## src/rtl/eth_pkg.sv

```systemverilog
// rtl/eth_pkg.sv - shared types and constants for the Ethernet packet scheduler
// Contents: scheduler state enum, upr bit indices, default timing constants,
// and the channel eligibility helper.
package eth_pkg;

  typedef enum logic [2:0] {IDLE, START, WAIT_DONE, GAP, CLR} sched_st_t;

  localparam int UPR_EN0 = 0;
  localparam int UPR_EN1 = 1;
  localparam int UPR_CLR = 2;

  localparam int N_BUF_DEF     = 360;
  localparam int DELAY_PKG_DEF = 125;
  localparam int TIMEOUT_DEF   = 4096;

  // A channel is eligible when enabled and its FIFO holds at least a packet's
  // worth of words; compared at 16 bits so N_BUF above 511 simply never matches.
  function automatic logic chan_eligible(input logic en, input logic [8:0] af,
                                         input int unsigned n_buf);
    return en && ({7'd0, af} >= 16'(n_buf));
  endfunction

endpackage

```

## src/rtl/eth_rr_arb2.sv

```systemverilog
// rtl/eth_rr_arb2.sv - two-way round-robin arbiter for the packet scheduler
// Ports:
//   clk, rst   clock, synchronous active-high reset
//   req[1:0]   per-channel eligibility
//   update     pulse when a grant has been consumed
//   served     channel that was consumed on update
//   grant_sel  combinational pick (0 = ch0, 1 = ch1)
module eth_rr_arb2 (
  input  logic       clk,
  input  logic       rst,
  input  logic [1:0] req,
  input  logic       update,
  input  logic       served,
  output logic       grant_sel
);

  // prio names the channel that wins a tie; it always points away from the
  // channel served last, and starts at ch0 out of reset.
  logic prio;

  always_comb begin
    grant_sel = 1'b0;
    if (req == 2'b11) grant_sel = prio;
    else              grant_sel = req[1];
  end

  always_ff @(posedge clk) begin
    if (rst)         prio <= 1'b0;
    else if (update) prio <= ~served;
  end

endmodule

```

## src/rtl/eth_pkt_sched.sv

```systemverilog
// rtl/eth_pkt_sched.sv - picks a full FIFO channel, starts the packet former, enforces gap
// Ports:
//   clk, rst        clock, synchronous active-high reset
//   upr[7:0]        [0] enable ch0, [1] enable ch1, [2] clear request (level)
//   af0, af1        FIFO used-words
//   full0, full1    FIFO full flags
//   end_tx          former idle / previous packet done (level)
//   start           one-cycle start pulse to the former
//   sel, channel    selected FIFO and its channel id, valid from START through WAIT_DONE
//   nbuf            per-channel sequence number of the packet being started
//   fifo_clr        two-cycle FIFO clear strobe
//   busy            high whenever not IDLE
//   err_timeout     sticky watchdog abort flag
module eth_pkt_sched
  import eth_pkg::*;
#(
  parameter int          N_BUF     = N_BUF_DEF,
  parameter int          DELAY_PKG = DELAY_PKG_DEF,
  parameter int          TIMEOUT   = TIMEOUT_DEF,
  parameter logic [7:0]  CH_ID0    = 8'h00,
  parameter logic [7:0]  CH_ID1    = 8'h01
) (
  input  logic        clk,
  input  logic        rst,
  input  logic [7:0]  upr,
  input  logic [8:0]  af0,
  input  logic [8:0]  af1,
  input  logic        full0,
  input  logic        full1,
  input  logic        end_tx,
  output logic        start,
  output logic        sel,
  output logic [7:0]  channel,
  output logic [15:0] nbuf,
  output logic        fifo_clr,
  output logic        busy,
  output logic        err_timeout
);

  localparam logic [15:0] WD_LAST  = 16'(TIMEOUT - 1);
  localparam logic [15:0] GAP_LAST = (DELAY_PKG == 0) ? 16'd0 : 16'(DELAY_PKG - 1);

  sched_st_t   state, state_nx;
  logic        elig0, elig1, grant;
  logic        load, timeout;
  logic        sel_q;
  logic [15:0] nbuf_q, cnt0, cnt1, wd_cnt, gap_cnt;
  logic        clr_cnt;
  logic        err_q;
  logic        unused_upr;

  assign unused_upr = ^upr[7:3];

  assign elig0 = chan_eligible(upr[UPR_EN0], af0, N_BUF);
  assign elig1 = chan_eligible(upr[UPR_EN1], af1, N_BUF);

  eth_rr_arb2 u_arb (
    .clk       (clk),
    .rst       (rst),
    .req       ({elig1, elig0}),
    .update    (state == START),
    .served    (sel_q),
    .grant_sel (grant)
  );

  always_comb begin
    state_nx = state;
    load     = 1'b0;
    timeout  = 1'b0;
    unique case (state)
      IDLE: begin
        if (full0 || full1 || upr[UPR_CLR]) begin
          state_nx = CLR;
        end else if ((elig0 || elig1) && end_tx) begin
          state_nx = START;
          load     = 1'b1;
        end
      end
      START: state_nx = WAIT_DONE;
      WAIT_DONE: begin
        // wd_cnt == 0 is the first WAIT_DONE cycle, where end_tx is still the
        // stale "done" from the previous packet.
        if (wd_cnt != 16'd0 && end_tx) begin
          state_nx = GAP;
        end else if (wd_cnt == WD_LAST) begin
          state_nx = CLR;
          timeout  = 1'b1;
        end
      end
      GAP:     if (gap_cnt == GAP_LAST) state_nx = IDLE;
      CLR:     if (clr_cnt) state_nx = IDLE;
      default: state_nx = IDLE;
    endcase
  end

  always_ff @(posedge clk) begin
    if (rst) begin
      state   <= IDLE;
      sel_q   <= 1'b0;
      nbuf_q  <= 16'd0;
      cnt0    <= 16'd0;
      cnt1    <= 16'd0;
      wd_cnt  <= 16'd0;
      gap_cnt <= 16'd0;
      clr_cnt <= 1'b0;
      err_q   <= 1'b0;
    end else begin
      state <= state_nx;
      // Latch channel and sequence number on the way into START so they are
      // already valid while the start pulse is high.
      if (load) begin
        sel_q  <= grant;
        nbuf_q <= grant ? cnt1 : cnt0;
      end
      if (state == START) begin
        if (sel_q) cnt1 <= cnt1 + 16'd1;
        else       cnt0 <= cnt0 + 16'd1;
      end
      wd_cnt  <= (state == WAIT_DONE) ? wd_cnt + 16'd1 : 16'd0;
      gap_cnt <= (state == GAP) ? gap_cnt + 16'd1 : 16'd0;
      clr_cnt <= (state == CLR) ? ~clr_cnt : 1'b0;
      if (timeout)           err_q <= 1'b1;
      else if (upr[UPR_CLR]) err_q <= 1'b0;
    end
  end

  assign start       = (state == START);
  assign busy        = (state != IDLE);
  assign fifo_clr    = (state == CLR);
  assign sel         = sel_q;
  assign channel     = sel_q ? CH_ID1 : CH_ID0;
  assign nbuf        = nbuf_q;
  assign err_timeout = err_q;

endmodule

```

## config.mk

```make
export PLATFORM = sky130hd
export DESIGN_NAME = eth_pkt_sched
export DESIGN_NICKNAME = d
export VERILOG_FILES = /design/src/rtl/eth_pkg.sv /design/src/rtl/eth_rr_arb2.sv /design/src/rtl/eth_pkt_sched.sv
export SDC_FILE = /design/constraint.sdc
export NUM_CORES = 1
export LEC_CHECK = 0
export ABC_CLOCK_PERIOD_IN_PS = 2500
export CORE_ASPECT_RATIO = 0.5
export CORE_UTILIZATION = 54
export CTS_BUF_LIST = sky130_fd_sc_hd__clkbuf_16
export DETAILED_ROUTE_END_ITERATION = 6
export PLACE_DENSITY = 0.79
export SLEW_MARGIN = 15
export SYNTH_ARGS = -nofsm -noshare
export SYNTH_HDL_FRONTEND = slang
export SYNTH_SLANG_ARGS = --single-unit
```

## constraint.sdc

```tcl
create_clock -name clk -period 2.5 [get_ports clk]
set_input_delay 0.75 -clock clk [delete_from_list [all_inputs] [get_ports clk]]
set_output_delay 0.75 -clock clk [all_outputs]
set_load 0.1 [all_outputs]
```

Word-level counts from Yosys, hierarchy flattened:

Index checks and enable logic that the tools add are counted.

* flip-flop bits (word level): 87
* input port bits: 31
* output and inout port bits: 29
* logic and storage cells: 67

* add/subtract/negate cells: 4
* magnitude comparators: 2
* eq/ne operators: 11
* mux-type cells: 18
* bitwise logic cells: 5
* reductions and logical operators: 17

Operator list (count)
* $add A16 B1 Y16 const B: 4
* $ge A9 B9 Y1 const B: 2
* $mux W3: 6
* $eq A16 B12 Y1 const B: 1
* $eq A16 B7 Y1 const B: 1
* $mux W16: 1
* $reduce_bool A16 Y1: 1
* $pmux W3 S5: 1
* $mux W1: 10
* $eq A3 B2 Y1 const B: 2
* $ne A3 B3 Y1 const B: 2
* $reduce_or A2 Y1: 3
* $not A1 Y1: 5
* $logic_and A1 B1 Y1: 4
* $reduce_and A2 Y1: 2
* $reduce_and A4 Y1: 1
* $eq A3 B1 Y1 const B: 1
* $eq A3 B3 Y1 const B: 1
* $logic_not A3 Y1: 1
* $logic_or A1 B1 Y1: 3
* $reduce_bool A3 Y1: 1
* $eq A2 B2 Y1 const B: 1
* $ne A2 B1 Y1 const B: 1
* $ne A2 B2 Y1 const B: 1
* $reduce_bool A2 Y1: 1

Longest topological paths before layout:

Gate-level depths: netlist (run 1).

* depth in word-level cells: 7
* mapped depth: 8
* gate-level depth less buffers: 7

By module:

From an unflattened synthesis (run 1), not the netlist that was laid out.

* cells, all modules: 482
* area, all modules: 4232.8 um^2

By module, submodules not included
* eth_pkt_sched: times used 1, cells each 477, area an instance 4185.3 um^2, sequential area each 1721.7 um^2
* eth_rr_arb2: times used 1, cells each 5, area an instance 47.5 um^2, sequential area each 20.0 um^2

Worst setup path before layout (run 1):

No wires, ideal clock.

* path type: register to output
* start: reg state[0]
* end: out start
* arrival: 2.711 ns
* data required time: 1.750 ns
* path slack: -0.961 ns
* cell stages (with the launch flop): 3
* path buffers: 1
* cells stage by stage: dfxtp_1 buf_6 nor3b_1

* cells in the longest elaborated chain, start to end: 1

Ends and longest elaborated chain
* from (decl): line eth_pkt_sched.sv:43 `sched_st_t state, state_nx;`
* from (signal assigned): line eth_pkt_sched.sv:108 `state <= state_nx;`
* $eq A3 B1 Y1: line eth_pkt_sched.sv:127 `assign start = (state == START);`
* to (decl): line eth_pkt_sched.sv:31 `output logic start,`

No other way between the ends.

Worst setup path after layout (run 1):

Same ends and word-level chain as after synthesis.

==> impl_summary.txt, run 1 <==
----------------------------------------------------
[Outcome]
  Result of the run ... completed

[Detailed routing]
  Violation count after the first detailed-routing iteration ... 148
  Final routed DRC violation total ... 0
  Via count ... 3102
  First-pass iteration count of the detailed router ... 4
  Via density per instance ... 5.31
  WL final ... 7520 um
  ANT nets after route ... 0
  Wire per inst ... 12.9 um

[Power and ir drop]
  Total leakage power ... 1.65 nW
  Internal power of the cells ... 2.15 mW
  Overall power after layout ... 2.90 mW
  Net switching share of the total power ... 25.7%
  Comb power frac ... 8.0%
  Switch Pwr ... 0.744 mW
  Largest vdd supply drop ... 0.408 mV
  Power share of the clock group ... 43.6%
  Areal power density over the cells ... 602 nW/um^2
  Relative contribution of sequential cells to total power ... 48.4%

[Logic synthesis]
  Async SR Flop Fraction ... 0%
  Number of warnings printed during yosys synthesis ... 0
  Synth top area share ... 42.1%
  Proportion of synthesized chip area in sequential cells ... 42.1%
  Total of flip-flops plus latches after synthesis ... 87
  Mean cell area of the mapped netlist ... 9.17 um^2
  Post-synthesis instance total ... 451
  Most instantiated flip-flop cell in the synthesis netlist ... dfxtp_1
  Cell area after synthesis ... 4140 um^2
  Post-synth EDFFs ... 0
  Dominant cells by area after synthesis ... dfxtp_1, nor2_1, xor2_1
  Library cells used by synthesis ... 45
  Cell type contributing the most total cell area after synthesis ... dfxtp_1

[Timing]
  Maximum frequency from static timing analysis ... 0.450 GHz
  Final worst hold slack ... 0.462 ns
  Unrepaired setup endpoints after global routing ... false
  Final period utilization ... 88.9%
  Number of hold violations in the final report ... 0
  Max-slew violation count ... 0
  Measured slew at the worst slew-check pin ... 0.597 ns
  Headroom to the max-slew limit ... 60.2%
  Sum Neg Setup Slack ... 0 ns
  Setup Skew ... 0.00895 ns
  Final critical delay including setup and external delays ... 2.22 ns
  Endpoints failing setup ... 0

[Cells and area]
  Antenna diode count ... 0
  Nets@finish ... 520
  Share of layout cells above drive strength 1 ... 15.2%
  Layout area overhead ... 16.3%
  Final Non-Filler Cells ... 584
  Final-layout fill cell count ... 593
  Commonest non-fill, non-tap cell in the layout ... dfxtp_1
  Final design area excluding fillers ... 4810 um^2
  Most frequent cells in the layout ... dfxtp_1, nor2_1, xor2_1

[Critical path]
  Worst endpoint data arrival time ... 1.47 ns
  Kind of end point of the critical path ... primary output
  Crit Path Class ... reg2out
  Largest incremental delay on the critical path ... 0.50 ns
  Maximum fanout count along the critical path ... 10
  Crit start category ... flop
  Crit path required time ... 1.75 ns
  Worst-path cell chain ... nor3b_2 -> buf_12
  Critical Path Slowest Stage Cell ... dfxtp_1

[Placement]
  Final HPWL DP ... 5140 um
  Final RePlAce weighted congestion ... 0.791
  Post-Place Cell Area ... 4530 um^2
  Post-Place Cells ... 568
  Port bufs ... 41

[Hold path]
  Path class of the lowest-slack min-delay path ... reg2reg

[Floorplanning]
  Core Rows ... 22
  Die outline area ... 8040 um^2
  Core Footprint ... 7380 um^2
  Overall die height ... 63.9 um
  Number of placed I/O pins ... 60
  Initial Utilization ... 56.1%
  Chip width ... 126 um

[Clock tree]
  Post-CTS setup-driven buffer insertion count ... 0
  # clock sinks ... 87
  Hold-fix buffer count after cts ... 0
  CTS clk-pin slew, worst paths ... 0.06 ns
  Clock latency reported for the late side of the worst-skew pair ... 0.35 ns
  Root Buffer Master ... clkbuf_16
  TritonCTS Buffers ... 9
  CTS tree ... done
  CTS-repair resized insts ... 0
  CTS Buffer Depth ... 2
  H-Tree Depth ... 3

[Global route]
  Maximum number of pins on one net before global-route repair ... 51
  Antenna violations before repair ... 0
  Global routing usage summed across all routing layers ... 20.3%
  Total grt overflow ... 0
  Vias in the first global route ... 2737
  First-pass GRT wire length ... 12700 um

[Flow run]
  Max-capacitance violation count ... 0

----------------------------------------------------
-- flip-flops by register name, summed over array words and instances (netlist names) --
register     cells
cnt0            16
cnt1            16
gap_cnt         16
nbuf            16
wd_cnt          16
state            3
clr_cnt          1
err_timeout      1
sel              1
u_arb.prio       1
-- through the flow --
| stage | utilization [%] | setup WS, ns |
|---|---|---|
| finish | 65.2 | 0.277 |
| global route | 65.2 | 0.202 |
| CTS | 65.2 | 0.266 |
| detailed placement | 61.4 | -0.00628 |
| global placement | 61.4 | 0.00459 |
| floorplan | - | 0.0640 |
-- synthesized netlist by cell type (5+ instances only) --
library cell	number
xor2_1	29
and2_1	5
a21oi_1	14
and3_1	6
ha_1	6
nand4_1	13
o21ai_0	11
xnor2_1	19
clkbuf_1	12
nor3_1	12
nor4_1	5
nor2_1	73
nand2_1	20
a211oi_2	14
inv_1	16
nor2_2	7
buf_4	11
or3_1	12
dfxtp_1	87
mux2i_1	19
nand3_1	16
-- logic make-up after synthesis --
group,after synthesis,synth area share [%]
AO/OA/AOI/OAI,49,9.26
XOR/XNOR,48,10.2
multiplexers,19,4.60
adder cells (fa/ha/maj),6,1.81
AND/OR/NAND/NOR,196,25.7
other,1,0.0907
buffers and inverters,45,6.29
flip-flops,87,42.1
-- layout make-up --
class | count | area [um^2] | area share, %
Inverter | 16 | 60.1 | 1.25
Timing Repair Buffer | 44 | 435 | 9.05
Clock buffer | 9 | 225 | 4.68
Tap cell | 96 | 120 | 2.50
Multi-Input combinational cell | 325 | 2170 | 45.1
Clock inverter | 7 | 56.3 | 1.17
Sequential cell | 87 | 1740 | 36.2
-- metal layers --
layer  track usage [%]  vias up  part of all wire (%)  wire length [um]
met5                 0        -                     0                 0
met4              7.68        0                   1.5               113
met3              8.12       10                   5.1               384
met2              32.5       59                    44              3350
met1              24.8     1441                    49              3680
li1                  -     1592                     -                 -
-- worst paths after layout --
path / cells after the start / to / slack (ns) / startpoint
worst max-delay path: 2 / start / 0.28 / state[0]$_SDFFE_PP0P_
worst min-delay path: 1 / gap_cnt[0]$_SDFF_PP0_ / 0.46 / gap_cnt[0]$_SDFF_PP0_
worst max register to register: 6 / state[1]$_SDFFE_PP0P_ / 0.59 / wd_cnt[0]$_SDFF_PP0_
worst min register to register: 1 / gap_cnt[0]$_SDFF_PP0_ / 0.46 / gap_cnt[0]$_SDFF_PP0_
-- critical path, delay by kind of cell, from the launching register on --
| family | cells | cell delay, ns |
|---|---|---|
| and+or+nand+nor | 1 | 0.40 |
| buffers and inverters | 1 | 0.22 |
| DFF | 1 | 0.50 |
-- power by group through the flow --
stage               Sequential, mW  Combinational, mW  Clock (mW)
floorplan                     1.45              0.153           0
global placement              1.43              0.232           0
detailed placement            1.43              0.234           0
CTS                           1.40              0.234        1.29
global route                  1.40              0.244        1.35
finish                        1.40              0.233        1.26
No activity file was read; power rests on OpenSTA's default activity.
==> run 2, diff against run 1 <==
--- a/config.mk
+++ b/config.mk
@@ -7,11 +7,13 @@
 export LEC_CHECK = 0
 export ABC_CLOCK_PERIOD_IN_PS = 2500
 export CORE_ASPECT_RATIO = 0.5
-export CORE_UTILIZATION = 54
+export CORE_UTILIZATION = 55
 export CTS_BUF_LIST = sky130_fd_sc_hd__clkbuf_16
+export CTS_CLUSTER_SIZE = 30
 export DETAILED_ROUTE_END_ITERATION = 6
-export PLACE_DENSITY = 0.79
+export PLACE_DENSITY = 0.8
 export SLEW_MARGIN = 15
 export SYNTH_ARGS = -nofsm -noshare
 export SYNTH_HDL_FRONTEND = slang
+export SYNTH_HIERARCHICAL = 1
 export SYNTH_SLANG_ARGS = --single-unit
==> impl_summary.txt, run 2 <==
----------------------------------------------------
[Timing]
  Measured slew at the worst slew-check pin ... 0.612 ns
  Number of hold violations in the final report ... 0
  Maximum frequency from static timing analysis ... 0.424 GHz
  Post-route worst setup slack ... 0.143 ns
  Max-slew violation count ... 0
  Unrepaired setup endpoints after global routing ... false
  Final critical delay including setup and external delays ... 2.36 ns
  Setup Skew ... 0.00548 ns
  Final period utilization ... 94.3%
  Endpoints failing setup ... 0
  Headroom to the max-slew limit ... 58.6%

[Hold path]
  Startpoint of the worst hold path ... clr_cnt$_SDFF_PP0_
  Path class of the lowest-slack min-delay path ... reg2reg
  Number of cells on the worst hold path ... 1
  Hold Path Sink ... clr_cnt$_SDFF_PP0_

[Floorplanning]
  Number of placed I/O pins ... 60
  Core Footprint ... 7380 um^2
  Overall die height ... 64.0 um
  Core Rows ... 22
  Die outline area ... 8070 um^2
  Initial Utilization ... 57.4%
  Chip width ... 126 um

[Critical path]
  Worst-path cell chain ... and2b_1 -> nor2b_2 -> buf_12
  Crit path required time ... 1.75 ns
  Critical Path Slowest Stage Cell ... dfxtp_1
  Crit start category ... flop
  R2R Path End ... cnt0[15]$_SDFFE_PP0P_
  Depth of the worst register-to-register path ... 4
  Worst endpoint data arrival time ... 1.61 ns
  Launch point of the worst reg-to-reg path ... state[0]$_SDFFE_PP0P_
  Top cell family by delay on the critical path ... simple AND/OR/NAND/NOR gates
  Kind of end point of the critical path ... primary output
  Buffers & Inverters on Critical Path ... 1
  Crit Path Class ... reg2out
  Maximum fanout count along the critical path ... 12
  Largest incremental delay on the critical path ... 0.50 ns
  Register-to-Register Setup Slack ... 0.37 ns

[Logic synthesis]
  Mean cell area of the mapped netlist ... 8.78 um^2
  Count leader, synth ... dfxtp_1
  Cell area after synthesis ... 4230 um^2
  Mux contribution to synthesized area ... 8.28%
  Dominant combinational cell family by area after synthesis ... simple AND/OR/NAND/NOR gates
  Proportion of synthesized chip area in sequential cells ... 41.1%
  Library cells used by synthesis ... 47
  Area share of xor/xnor cells in the synthesized design ... 8.48%
  Synth top area share ... 41.1%
  Dominant cells by area after synthesis ... dfxtp_1, nor2_1, xor2_1
  Post-synthesis instance total ... 482
  Total of flip-flops plus latches after synthesis ... 87
  Simple-gate portion of the synthesized area ... 28.1%
  Number of warnings printed during yosys synthesis ... 6
  Most instantiated flip-flop cell in the synthesis netlist ... dfxtp_1
  Async SR Flop Fraction ... 0%
  Share of the synthesized area in compound gates (AO/OA/AOI/OAI) ... 7.01%
  Leading post-synthesis cells by instance count ... dfxtp_1, nor2_1, nand2_1
  Cell type contributing the most total cell area after synthesis ... dfxtp_1
  Adder and majority cell fraction of the synthesized area ... 1.77%
  Post-synth EDFFs ... 0

[Detailed routing]
  Wire per inst ... 13.9 um
  First-pass iteration count of the detailed router ... 4
  Final routed DRC violation total ... 0
  ANT nets after route ... 0
  Via count ... 3428
  Via density per instance ... 5.55
  Violation count after the first detailed-routing iteration ... 295
  WL final ... 8600 um

[Placement]
  Final HPWL DP ... 5800 um
  Port bufs ... 41
  Post-Place Cells ... 602
  Final RePlAce weighted congestion ... 0.828
  Post-placement setup slack ... -0.160 ns

[Cells and area]
  Nets@finish ... 554
  Final-layout fill cell count ... 630
  Final Non-Filler Cells ... 618
  Most frequent cells in the layout ... dfxtp_1, nor2_1, nand2_1
  Layout area overhead ... 17.0%
  Commonest non-fill, non-tap cell in the layout ... dfxtp_1
  Post-layout util ... 67.1%
  Share of layout cells above drive strength 1 ... 11.9%
  Antenna diode count ... 0

[Global route]
  Total grt overflow ... 0
  Maximum number of pins on one net before global-route repair ... 71
  First-pass GRT wire length ... 14400 um
  Antenna violations before repair ... 0
  Global routing usage summed across all routing layers ... 22.6%
  Vias in the first global route ... 3126

[Clock tree]
  CTS Buffer Depth ... 2
  Root Buffer Master ... clkbuf_16
  Clock latency reported for the late side of the worst-skew pair ... 0.34 ns
  CTS clk-pin slew, worst paths ... 0.06 ns
  # clock sinks ... 87
  Post-CTS setup-driven buffer insertion count ... 0
  CTS tree ... done
  CTS-repair resized insts ... 0
  TritonCTS Buffers ... 9
  Hold-fix buffer count after cts ... 0
  H-Tree Depth ... 3

[Power and ir drop]
  Total leakage power ... 1.76 nW
  Areal power density over the cells ... 554 nW/um^2
  Largest vdd supply drop ... 0.373 mV
  Overall power after layout ... 2.74 mW

[Flow run]
  Max-capacitance violation count ... 0

[Outcome]
  Result of the run ... completed

----------------------------------------------------
## run 2: cell types whose count changed in the layout (fill, tap and decap cells not counted), sizes merged, moves of 6 or more
cell | before | now
nand3 | 16 | 22
nor2b | 5 | 17
nand2 | 20 | 28
a21oi | 14 | 22
nor2 | 80 | 64
a211oi | 17 | 1
or4 | 0 | 15
mux2 | 0 | 16
o31ai | 0 | 9
## run 2: worst max path at each step
stage	endpoint	depth (start not counted)	start	slack (ns)
after floorplan	nbuf[10]$_SDFFE_PP0P_	6	state[0]$_SDFFE_PP0P_	0.05
after global placement	nbuf[11]$_SDFFE_PP0P_	8	af1[3]	-0.11
after detailed placement	nbuf[11]$_SDFFE_PP0P_	8	af1[3]	-0.16
after CTS	start	3	state[0]$_SDFFE_PP0P_	0.13
after global routing	start	3	state[0]$_SDFFE_PP0P_	0.02
final	start	3	state[0]$_SDFFE_PP0P_	0.14
## run 2: where the power goes
group,leakage (nW),internal [mW],switching [mW]
clock network,0.133,0.655,0.523
registers,0.701,1.39,0.00440
logic,0.928,0.0584,0.113
## run 2: cell type report
class                   instances  area, um^2  share of cell area [%]
flip-flops and latches         87        1740                    35.2
repair buffers                 49         473                    9.55
clock inverters                 7        32.5                   0.657
clock buffers                   9         225                    4.55
multi-input cells             356        2300                    46.6
inverters                      14        52.6                    1.06
well taps                      96         120                    2.43
## run 2: stage by stage
stage               TNS, ns  hold WS, ns  cell area, um^2
floorplan                 0        0.398             4260
global placement      -1.13        0.412             4690
detailed placement    -1.59        0.417             4690
CTS                       0        0.425             4950
global route              0        0.450             4950
finish                    0        0.427             4950
## run 2: worst reg2reg max path, stage by stage (launching register included)
cell	delay, ns
dfxtp_1	0.50
or4b_4	0.55
or2_1	0.34
or4_1	0.53
a21oi_1	0.15
## run 2: logic make-up after synthesis
| group | after synthesis |
|---|---|
| simple gates | 220 |
| flops | 87 |
| compound gates | 49 |
| buf+inv | 45 |
| xor+xnor | 41 |
| mux | 33 |
| fa+ha+maj | 6 |
| other cells | 1 |
## run 2: layer usage
layer,vias up,wire length (um),track usage [%]
li1,1754,-,-
met2,58,4190,37.9
met1,1610,4040,27.7
met5,-,0,0
met3,6,301,7.29
met4,0,66,7.08
==> run 3, diff against run 2 <==
--- a/config.mk
+++ b/config.mk
@@ -5,12 +5,13 @@
 export SDC_FILE = /design/constraint.sdc
 export NUM_CORES = 1
 export LEC_CHECK = 0
-export ABC_CLOCK_PERIOD_IN_PS = 2500
+export CAP_MARGIN = 20
 export CORE_ASPECT_RATIO = 0.5
 export CORE_UTILIZATION = 55
 export CTS_BUF_LIST = sky130_fd_sc_hd__clkbuf_16
 export CTS_CLUSTER_SIZE = 30
 export DETAILED_ROUTE_END_ITERATION = 6
+export GPL_TIMING_DRIVEN = 0
 export PLACE_DENSITY = 0.8
 export SLEW_MARGIN = 15
 export SYNTH_ARGS = -nofsm -noshare
==> impl_summary.txt, run 3 (same netlist as run 2, synthesis figures left out) <==
----------------------------------------------------
[Outcome]
  Result of the run ... completed

[Cells and area]
  Final Non-Filler Cells ... 643
  Layout area overhead ... 20.4%
  Antenna diode count ... 0
  Commonest non-fill, non-tap cell in the layout ... dfxtp_1
  Final-layout fill cell count ... 609
  Share of layout cells above drive strength 1 ... 10.4%
  Nets@finish ... 579
  Most frequent cells in the layout ... dfxtp_1, nor2_1, nand2_1

[Clock tree]
  H-Tree Depth ... 3
  CTS Buffer Depth ... 2
  Clock latency reported for the late side of the worst-skew pair ... 0.35 ns
  CTS clk-pin slew, worst paths ... 0.06 ns
  Root Buffer Master ... clkbuf_16
  TritonCTS Buffers ... 9
  Hold-fix buffer count after cts ... 0
  CTS tree ... done
  # clock sinks ... 87

[Critical path]
  Most common cell on crit path ... buf_2
  Worst endpoint data arrival time ... 1.66 ns
  Crit start category ... flop
  Crit Path Class ... reg2out
  Buffers & Inverters on Critical Path ... 2
  Crit path required time ... 1.75 ns
  Kind of end point of the critical path ... primary output
  Critical Path Slowest Stage Cell ... or3_2
  Maximum fanout count along the critical path ... 10
  Worst-path cell chain ... buf_2 -> or3_2 -> buf_2
  Largest incremental delay on the critical path ... 0.50 ns
  Top cell family by delay on the critical path ... simple AND/OR/NAND/NOR gates

[Timing]
  Measured slew at the worst slew-check pin ... 0.974 ns
  Max-slew violation count ... 0
  Post-route worst setup slack ... 0.0937 ns
  Number of hold violations in the final report ... 0
  Headroom to the max-slew limit ... 35.3%
  Unrepaired setup endpoints after global routing ... false
  Final period utilization ... 96.3%
  Setup Skew ... 0.00801 ns
  Final critical delay including setup and external delays ... 2.41 ns
  Endpoints failing setup ... 0
  Maximum frequency from static timing analysis ... 0.416 GHz
  Final worst hold slack ... 0.418 ns

[Global route]
  Maximum number of pins on one net before global-route repair ... 16
  Antenna violations before repair ... 0
  Vias in the first global route ... 3378
  Global routing usage summed across all routing layers ... 24.7%
  First-pass GRT wire length ... 15600 um
  Total grt overflow ... 0

[Detailed routing]
  Violation count after the first detailed-routing iteration ... 279
  Wire per inst ... 14.3 um
  First-pass iteration count of the detailed router ... 4
  Final routed DRC violation total ... 0
  Via count ... 3596
  WL final ... 9180 um
  ANT nets after route ... 0
  Via density per instance ... 5.59

[Floorplanning]
  Die outline area ... 8070 um^2
  Number of placed I/O pins ... 60
  Initial Utilization ... 57.4%
  Core Rows ... 22
  Core Footprint ... 7380 um^2
  Chip width ... 126 um
  Overall die height ... 64.0 um

[Power and ir drop]
  Largest vdd supply drop ... 0.440 mV
  Areal power density over the cells ... 572 nW/um^2
  Total leakage power ... 1.87 nW

[Placement]
  Final RePlAce weighted congestion ... 0.851
  Post-Place Cells ... 625
  Port bufs ... 41
  Post-placement setup slack ... -0.594 ns
  Final HPWL DP ... 6420 um

[Flow run]
  Max-capacitance violation count ... 0

[Hold path]
  Path class of the lowest-slack min-delay path ... reg2reg

----------------------------------------------------
## run 3: cell types whose count changed in the layout (fill, tap and decap cells not counted), moves of 2 or more
| cell | previous run | this run |
|---|---|---|
| clkbuf_2 | 0 | 4 |
| dlygate4sd2_1 | 0 | 18 |
| clkbuf_1 | 0 | 12 |
| buf_4 | 25 | 11 |
| buf_6 | 0 | 3 |
| buf_2 | 1 | 4 |
| inv_1 | 16 | 14 |
| buf_12 | 5 | 0 |
| clkinvlp_4 | 1 | 3 |
| clkinv_2 | 2 | 0 |
| clkinv_4 | 0 | 2 |
## run 3: worst register-to-register path: cells and delay by family, from the launching register on
family / cells / cell delay, ns
AO/OA/AOI/OAI: 1 / 0.14
flip-flops: 1 / 0.42
AND/OR/NAND/NOR: 3 / 1.42
adder cells (fa/ha/maj): 1 / 0.19
## run 3: cell type report
cell class,count,area (um^2),share of cell area [%]
tap,96,120,2.36
inverter,14,52.6,1.03
multi-input combinational,356,2310,45.3
clock inverter,7,73.8,1.45
clock buffer,9,225,4.42
sequential,87,1740,34.2
buffer,31,183,3.59
timing repair buffer,43,392,7.69
## run 3: path summary, 6_finish.rpt
| kind | startpoint | end | slack, ns | depth (start not counted) |
|---|---|---|---|---|
| setup / recovery | state[0]$_SDFFE_PP0P_ | busy | 0.09 | 3 |
| hold / removal | clr_cnt$_SDFF_PP0_ | clr_cnt$_SDFF_PP0_ | 0.42 | 1 |
| setup reg to reg | cnt0[0]$_SDFFE_PP0P_ | cnt0[12]$_SDFFE_PP0P_ | 0.27 | 5 |
| hold reg to reg | clr_cnt$_SDFF_PP0_ | clr_cnt$_SDFF_PP0_ | 0.42 | 1 |
## run 3: through the flow
step                power, mW  utilization (%)  instance area, um^2  TNS [ns]
global route             3.01             69.1                 5090         0
finish                   2.92             69.1                 5090         0
CTS                      2.93             69.0                 5090         0
floorplan                1.54                -                 4260         0
global placement         1.59             65.0                 4790    -19.62
detailed placement       1.59             65.0                 4790    -21.57
## run 3: repair_timing
action,CTS,global route
endpoints found under the setup margin,42,35
gates resized for setup,41,7
pin swaps,1,1
setup buffers,2,0
## run 3: report_power, final
| group | total [mW] | leakage [nW] | switching [mW] | internal [mW] |
|---|---|---|---|---|
| registers | 1.39 | 0.701 | 0.00363 | 1.39 |
| logic | 0.175 | 1.04 | 0.118 | 0.0572 |
| clock network | 1.35 | 0.135 | 0.575 | 0.773 |
## run 3: layer usage
layer,part of all wire (%),track usage [%]
met1,46,30.2
met2,47,41.1
met5,0,0
met4,2.1,9.79
met3,4.2,7.62
